### src/rtl/relu_stream.sv
// Two-stage streaming share reconstruction and activation: stage 1 adds the
// garbler/evaluator shares per lane, stage 2 applies the selected activation.
module relu_stream #(
    parameter int              N     = 8,
    parameter int              L     = 4,
    parameter int              SHIFT = 3,
    parameter logic [N-1:0]    CLAMP = {1'b0, {(N-1){1'b1}}},
    parameter int              CW    = 16
) (
    input  logic             clk,
    input  logic             rst,
    input  logic             in_valid,
    output logic             in_ready,
    input  logic [L*N-1:0]   g_input,
    input  logic [L*N-1:0]   e_input,
    input  logic [1:0]       mode,
    output logic             out_valid,
    input  logic             out_ready,
    output logic [L*N-1:0]   o,
    output logic [CW-1:0]    neg_count
);

    localparam int PW = $clog2(L + 1);
    localparam int SW = ((CW > PW) ? CW : PW) + 1;

    logic             s1_valid_q;
    logic [L*N-1:0]   s1_x_q;
    logic [L*N-1:0]   s1_x_d;
    logic [1:0]       s1_mode_q;
    logic             out_valid_q;
    logic [L*N-1:0]   o_q;
    logic [L*N-1:0]   o_d;
    logic [PW-1:0]    neg_total_q;
    logic [PW-1:0]    neg_total_d;
    logic [CW-1:0]    neg_count_q;
    logic [CW-1:0]    neg_count_d;
    logic [SW-1:0]    neg_sum;
    logic [L-1:0]     neg_vec;

    logic in_fire;
    logic s2_load;
    logic out_fire;

    assign s2_load  = s1_valid_q && (!out_valid_q || out_ready);
    assign in_ready = !s1_valid_q || s2_load;
    assign in_fire  = in_valid && in_ready;
    assign out_fire = out_valid_q && out_ready;

    genvar gi;
    generate
        for (gi = 0; gi < L; gi++) begin : g_lane
            logic [N-1:0] x_l;
            logic [N-1:0] leaky_l;
            logic [N-1:0] res_l;

            // N-bit add drops the carry, giving the mod 2^N reconstruction.
            assign s1_x_d[gi*N +: N] = g_input[gi*N +: N] + e_input[gi*N +: N];

            assign x_l         = s1_x_q[gi*N +: N];
            assign neg_vec[gi] = x_l[N-1];
            assign leaky_l     = $signed(x_l) >>> SHIFT;

            always_comb begin
                res_l = x_l;
                case (s1_mode_q)
                    2'd0: res_l = neg_vec[gi] ? '0 : x_l;
                    2'd1: res_l = neg_vec[gi] ? leaky_l : x_l;
                    2'd2: begin
                        if (neg_vec[gi])
                            res_l = '0;
                        else if (x_l > CLAMP)
                            res_l = CLAMP;
                        else
                            res_l = x_l;
                    end
                    default: res_l = x_l;
                endcase
            end

            assign o_d[gi*N +: N] = res_l;
        end
    endgenerate

    always_comb begin
        neg_total_d = '0;
        for (int i = 0; i < L; i++) begin
            neg_total_d = neg_total_d + PW'(neg_vec[i]);
        end
    end

    // Counter saturates at all-ones instead of wrapping.
    assign neg_sum = SW'(neg_count_q) + SW'(neg_total_q);

    always_comb begin
        neg_count_d = neg_count_q;
        if (out_fire) begin
            if (neg_sum > SW'({CW{1'b1}}))
                neg_count_d = {CW{1'b1}};
            else
                neg_count_d = neg_sum[CW-1:0];
        end
    end

    always_ff @(posedge clk or negedge rst) begin
        if (!rst) begin
            s1_valid_q  <= 1'b0;
            s1_x_q      <= '0;
            s1_mode_q   <= '0;
            out_valid_q <= 1'b0;
            o_q         <= '0;
            neg_total_q <= '0;
            neg_count_q <= '0;
        end else begin
            if (in_fire) begin
                s1_x_q    <= s1_x_d;
                s1_mode_q <= mode;
            end

            if (in_fire)
                s1_valid_q <= 1'b1;
            else if (s2_load)
                s1_valid_q <= 1'b0;

            if (s2_load) begin
                o_q         <= o_d;
                neg_total_q <= neg_total_d;
                out_valid_q <= 1'b1;
            end else if (out_fire) begin
                out_valid_q <= 1'b0;
            end

            neg_count_q <= neg_count_d;
        end
    end

    assign out_valid = out_valid_q;
    assign o         = o_q;
    assign neg_count = neg_count_q;

endmodule

### config.mk
export PLATFORM = sky130hd
export DESIGN_NAME = relu_stream
export DESIGN_NICKNAME = d
export VERILOG_FILES = /design/src/rtl/relu_stream.sv
export SDC_FILE = /design/constraint.sdc
export NUM_CORES = 1
export LEC_CHECK = 0
export BUFFER_PORTS_ARGS = -buffer_cell sky130_fd_sc_hd__buf_2
export CAP_MARGIN = 20
export CORE_MARGIN = 2
export CORE_UTILIZATION = 43
export CTS_BUF_LIST = sky130_fd_sc_hd__clkbuf_4 sky130_fd_sc_hd__clkbuf_8
export CTS_CLUSTER_SIZE = 20
export DETAILED_ROUTE_END_ITERATION = 10
export PLACE_DENSITY = 0.69
export RECOVER_POWER = 25
export SLEW_MARGIN = 20
export SYNTH_ARGS = -nofsm -noshare
export SYNTH_HDL_FRONTEND = slang
export SYNTH_SLANG_ARGS = --single-unit
### constraint.sdc
create_clock -name clk -period 1.85 [get_ports clk]
set_input_delay 0.2775 -clock clk [delete_from_list [all_inputs] [get_ports clk]]
set_output_delay 0.2775 -clock clk [all_outputs]
set_load 0.005 [all_outputs]
# Word-level counts from Yosys, hierarchy flattened

Index checks and enable logic that the tools add are counted.

Shift-type cells: 0
Magnitude comparators: 5
Div/mod/pow operators: 0
Reduce and logical (&&, ||, !) cells: 10
Eq/ne operators: 2
Multiplexer cells: 25
Add/subtract/negate cells: 8
Multiply operators: 0
Bitwise gates (word level): 0

Operators with widths:

| kind                                                                    | count |
|---|---|
| 8-bit one-hot mux with 3 select lines                                   | 4 |
| 7-bit two-way mux                                                       | 12 |
| 8-bit adder                                                             | 4 |
| 8-bit by 7-bit > comparator with 1-bit output (second input constant)   | 4 |
| 8-bit two-way mux                                                       | 4 |
| 16-bit by 3-bit adder with 17-bit output                                | 1 |
| 17-bit by 16-bit > comparator with 1-bit output (second input constant) | 1 |
| 16-bit two-way mux                                                      | 1 |
| 1-bit two-way mux                                                       | 4 |
| 2-bit nonzero test                                                      | 2 |
| 2-bit by 1-bit adder with 3-bit output                                  | 1 |
| 3-bit by 1-bit adder with 3-bit output                                  | 1 |
| 1-bit logical AND                                                       | 3 |
| 1-bit by 1-bit adder with 2-bit output                                  | 1 |
| 2-bit by 1-bit == test with 1-bit output (second input constant)        | 1 |
| 2-bit == test (second input constant)                                   | 1 |
| 1-bit zero test                                                         | 2 |
| 2-bit zero test                                                         | 1 |
| 1-bit logical OR                                                        | 2 |

Memory bits (writable): 0
Memory bits (read-only): 0
Input bits: 70
Memories: 0
Output and inout port bits: 50
Flip-flop bits (word level): 87
Latch bits: 0
Logic and storage cells: 57

# Longest topological paths before layout

Word-level depth: 6
Mapped depth: 8

# Worst setup path before layout

No wires, ideal clock.

Path type: register to register
From: register s1_x_q[7]
To: register neg_total_q[1]
Period minus slack after synthesis: 1.811 ns
Arrival time: 1.686 ns
Slack: 0.039 ns
Stages on the path, launching flop included: 7
Buffers on the path: 0
Path through: dfrtp_1 inv_1 fa_1 inv_1 ha_1 ha_1 mux2_2

Cells in the longest elaborated chain, start to end: 3

Ends and longest elaborated chain:

| what                                   | RTL line | source |
|---|---|---|
| from (decl)                            | 27       | `logic [L*N-1:0] s1_x_q;` |
| from (signal assigned)                 | 107      | `s1_x_q <= '0;` |
| from (signal assigned)                 | 115      | `s1_x_q <= s1_x_d;` |
| 1-bit by 1-bit adder with 2-bit output | 87       | `neg_total_d = neg_total_d + PW'(neg_vec[i]);` |
| 2-bit by 1-bit adder with 3-bit output | 87       |  |
| 3-bit by 1-bit adder with 3-bit output | 87       |  |
| named net neg_total_d[1]               | 34       | `logic [PW-1:0] neg_total_d;` |
| to (signal assigned)                   | 126      | `neg_total_q <= neg_total_d;` |
| to (decl)                              | 33       | `logic [PW-1:0] neg_total_q;` |

The timed path passes the listed nets, and every way through them passes these cells.
A chain may end at the register's enable or synchronous reset.

# Worst setup path in the final report

From: register neg_count_q[0], in the netlist neg_count[0]
To: register neg_count_q[10], in the netlist neg_count[10]

Cells in the longest elaborated chain, start to end: 3

Ends and longest elaborated chain:

| what                                            | RTL line | source |
|---|---|---|
| from (decl)                                     | 35       | `logic [CW-1:0] neg_count_q;` |
| from (signal assigned)                          | 132      | `neg_count_q <= neg_count_d;` |
| 16-bit by 3-bit adder with 17-bit output (*)    | 92       | `assign neg_sum = SW'(neg_count_q) + SW'(neg_total_q);` |
| 17-bit by 16-bit > comparator with 1-bit output | 97       | `if (neg_sum > SW'({CW{1'b1}}))` |
| 16-bit two-way mux (*)                          | 97       |  |

Every way passes the cells marked *; elsewhere a longest branch is shown, timed or not.

==> results.sh <==
export IMPL_timing_rr_start="neg_count[0]"
export IMPL_postRouteAntennaNets=0
export IMPL_finalCritPeriodShare_pct=98.7
export IMPL_drt_iter0_drc=137
export IMPL_ys_seq_area_share_pct=44.5
export IMPL_synth_flop_cell="dfrtp_1"
export IMPL_cp_num_buf_inv=1
export IMPL_min_from="mode[0]"
export IMPL_synth_nets=623
export IMPL_critPathLaunchType="flop"
export IMPL_routed_wl_um=11100
export IMPL_slew_headroom_pct=44.3
export IMPL_worst_path_max_fanout=7
export IMPL_max_freq_mhz=548
export IMPL_critPathSlowestCell="dfrtp_1"
export IMPL_drive_gt1_share_pct=28.7
export IMPL_track_usage_pct=18.5
export IMPL_dp_cells=774
export IMPL_cts_tree="done"
export IMPL_first_global_vias=4205
export IMPL_crit_chain="ha_2 -> inv_2 -> fa_2 -> nor2b_2 -> o2111a_2 -> nand3_2 -> xor2_1 -> nand2_1"
export IMPL_p_leak_nw=2.99
export IMPL_vias=4161
export IMPL_grt_max_degree=63
export IMPL_clk_pin_slew_ns=0.09
export IMPL_gp_congestion=0.830
export IMPL_path_class="reg -> reg"
export IMPL_whs_path_depth=2
export IMPL_cp_top_family="adder cells"
export IMPL_setup_viol=0
export IMPL_path_depth=8
export IMPL_clockBufferDepth=2
export IMPL_area_growth_pct=24.9
export IMPL_ir_worst_vdd_v=0.000732
export IMPL_cp_startpoint="neg_count[0]"
export IMPL_start_util_pct=44.6
export IMPL_grt_pass1_wl_um=19200
export IMPL_hold_violations=0
export IMPL_avgSynthCellArea_sq_um=9.53
export IMPL_reg2reg_slack_ns=0.02
export IMPL_cts_root_buffer="clkbuf_8"
export IMPL_clock_sinks=87
export IMPL_crit_path_end_kind="flop"
export IMPL_max_cap_viol_count=0
export IMPL_synth_area_top_cells="dfrtp_1, ha_1, o21ai_0"
export IMPL_nets=760
export IMPL_n_antenna_cell=0
export IMPL_status="finished clean"
export IMPL_ys_seq_elements=87
export IMPL_hpwlAfterDp_um=8300
export IMPL_hold_path_class="in -> reg"
export IMPL_yosysTopAreaCellShare_pct=44.5
export IMPL_rows=38
export IMPL_avgRoutedWirePerCell_um=14.0
export IMPL_die_w_um=111
export IMPL_critPathRequiredTime_ns=2.08
export IMPL_grt_overflow=0
export IMPL_fin_cells=796
export IMPL_cts_made_buffers=9
export IMPL_first_pass_iters=4
export IMPL_post_route_util_pct=55.7
export IMPL_die_area_sq_um=12300
export IMPL_drc=0
export IMPL_num_fill_cells=983
export IMPL_antenna_found_initial=0
export IMPL_final_cell_mix="buf_2, dfrtp_1, nand2_1"
export IMPL_reg2reg_depth=8
export IMPL_pin_count=120
export IMPL_holdWs_ns=0.168
export IMPL_drv_slew=0
export IMPL_arrival_ns=2.06
export IMPL_tightest_slew_ns=0.835
export IMPL_syn_inst=514
export IMPL_synth_async_reset_ratio_pct=100
export IMPL_cpPeakStageDelay_ns=0.37
export IMPL_netlist_area_sq_um=4900
export IMPL_core_area_sq_um=11000
export IMPL_chipHeight_um=111
export IMPL_rsz0062_at_grt="yes"
export IMPL_p_per_area_nw_per_um2=1060
export IMPL_finalPower_mw=6.50
export IMPL_synth_cell_types=35
export IMPL_h_tree_depth=3
export IMPL_port_buffers=119
export IMPL_finalWorstPathRequiredPeriod_ns=1.83
export IMPL_layout_commonest_cell="buf_2"
export IMPL_clock_latency_ns=0.34
export IMPL_finClkSkew_ns=0.00895
export IMPL_yosysTopAreaCell="dfrtp_1"
export IMPL_design_area_sq_um=6120
export IMPL_synth_edf_count=0
export IMPL_dpl_instance_area_sq_um=5750
export IMPL_vias_per_cell=5.23
export IMPL_yosysWarnings=0
## synth_stat cells (all sizes together), types with 6 or more instances
cell / n
nor2b: 8
a21o: 8
clkbuf: 8
ha: 33
nand2: 81
a22oi: 17
xor2: 18
nand2b: 7
mux2: 9
buf: 6
o21ai: 79
nand3: 7
o21a: 13
inv: 22
xnor2: 11
a21oi: 13
dfrtp: 87
nor2: 22
fa: 6
a211oi: 9
nor3: 17
## layer usage
layer / share of wire, % / up-vias / track usage, %
met1: 46 / 1952 / 23.8
met5: 0 / - / 0
met2: 48 / 112 / 31.5
met3: 5.4 / 13 / 3.88
li1: - / 2084 / -
met4: 1.3 / 0 / 5.75
## path summary, 6_finish.rpt
kind / to
min in group asynchronous: o[0]
worst min-delay path: s1_mode_q[0]
worst max-delay path: neg_count[10]
worst max register to register: neg_count[10]
max in group asynchronous: s1_x_q[11]
worst min register to register: o[14]
## per-stage QoR
step	setup slack, ns	setup TNS [ns]
after global placement	0.0333	0
after CTS	0.000282	0
after global routing	-0.0811	-0.265
after floorplan	0.0390	0
after detailed placement	-0.0347	-0.0863
final	0.0247	0
## state kept, by name (all words and copies together) (netlist names)
signal and cells:
neg_total_q 3, o 32, s1_x_q 32, s1_mode_q 2, out_valid 1, s1_valid_q 1
neg_count 16
## logic make-up after synthesis
| kind of cell | after synthesis | share of synthesized area [%] |
|---|---|---|
| DFF | 87 | 44.5 |
| adders and majority gates | 39 | 10.9 |
| buffers and inverters | 36 | 2.91 |
| and+or+nand+nor | 156 | 14.8 |
| xor gates and xnor gates | 29 | 5.19 |
| AOI/OAI and AO/OA | 158 | 19.7 |
| muxes | 9 | 2.07 |
## power breakdown
part	internal (mW)	total, mW	switching (mW)
logic	1.06	2.14	1.08
clock network	0.950	1.62	0.671
registers	2.36	2.74	0.377
## layout make-up
type / count / area, sq um / area share [%]
Multi-Input combinational cell: 391 / 2660 / 43.5
Sequential cell: 87 / 2180 / 35.6
Timing Repair Buffer: 140 / 771 / 12.6
Tap cell: 140 / 175 / 2.86
Clock buffer: 11 / 145 / 2.37
Clock inverter: 5 / 105 / 1.72
Inverter: 22 / 82.6 / 1.35
## what timing repair did
item / CTS / global route
pin swaps: 1 / 6
setup endpoints to repair: 9 / 17
buffers inserted: 1 / 4
resized for setup: 2 / 19
endpoints found under the hold margin: 33 / 0
hold buffers: 1 / 0
gates cloned: 0 / 0
Note: power is estimated with default switching activity, not from simulation.
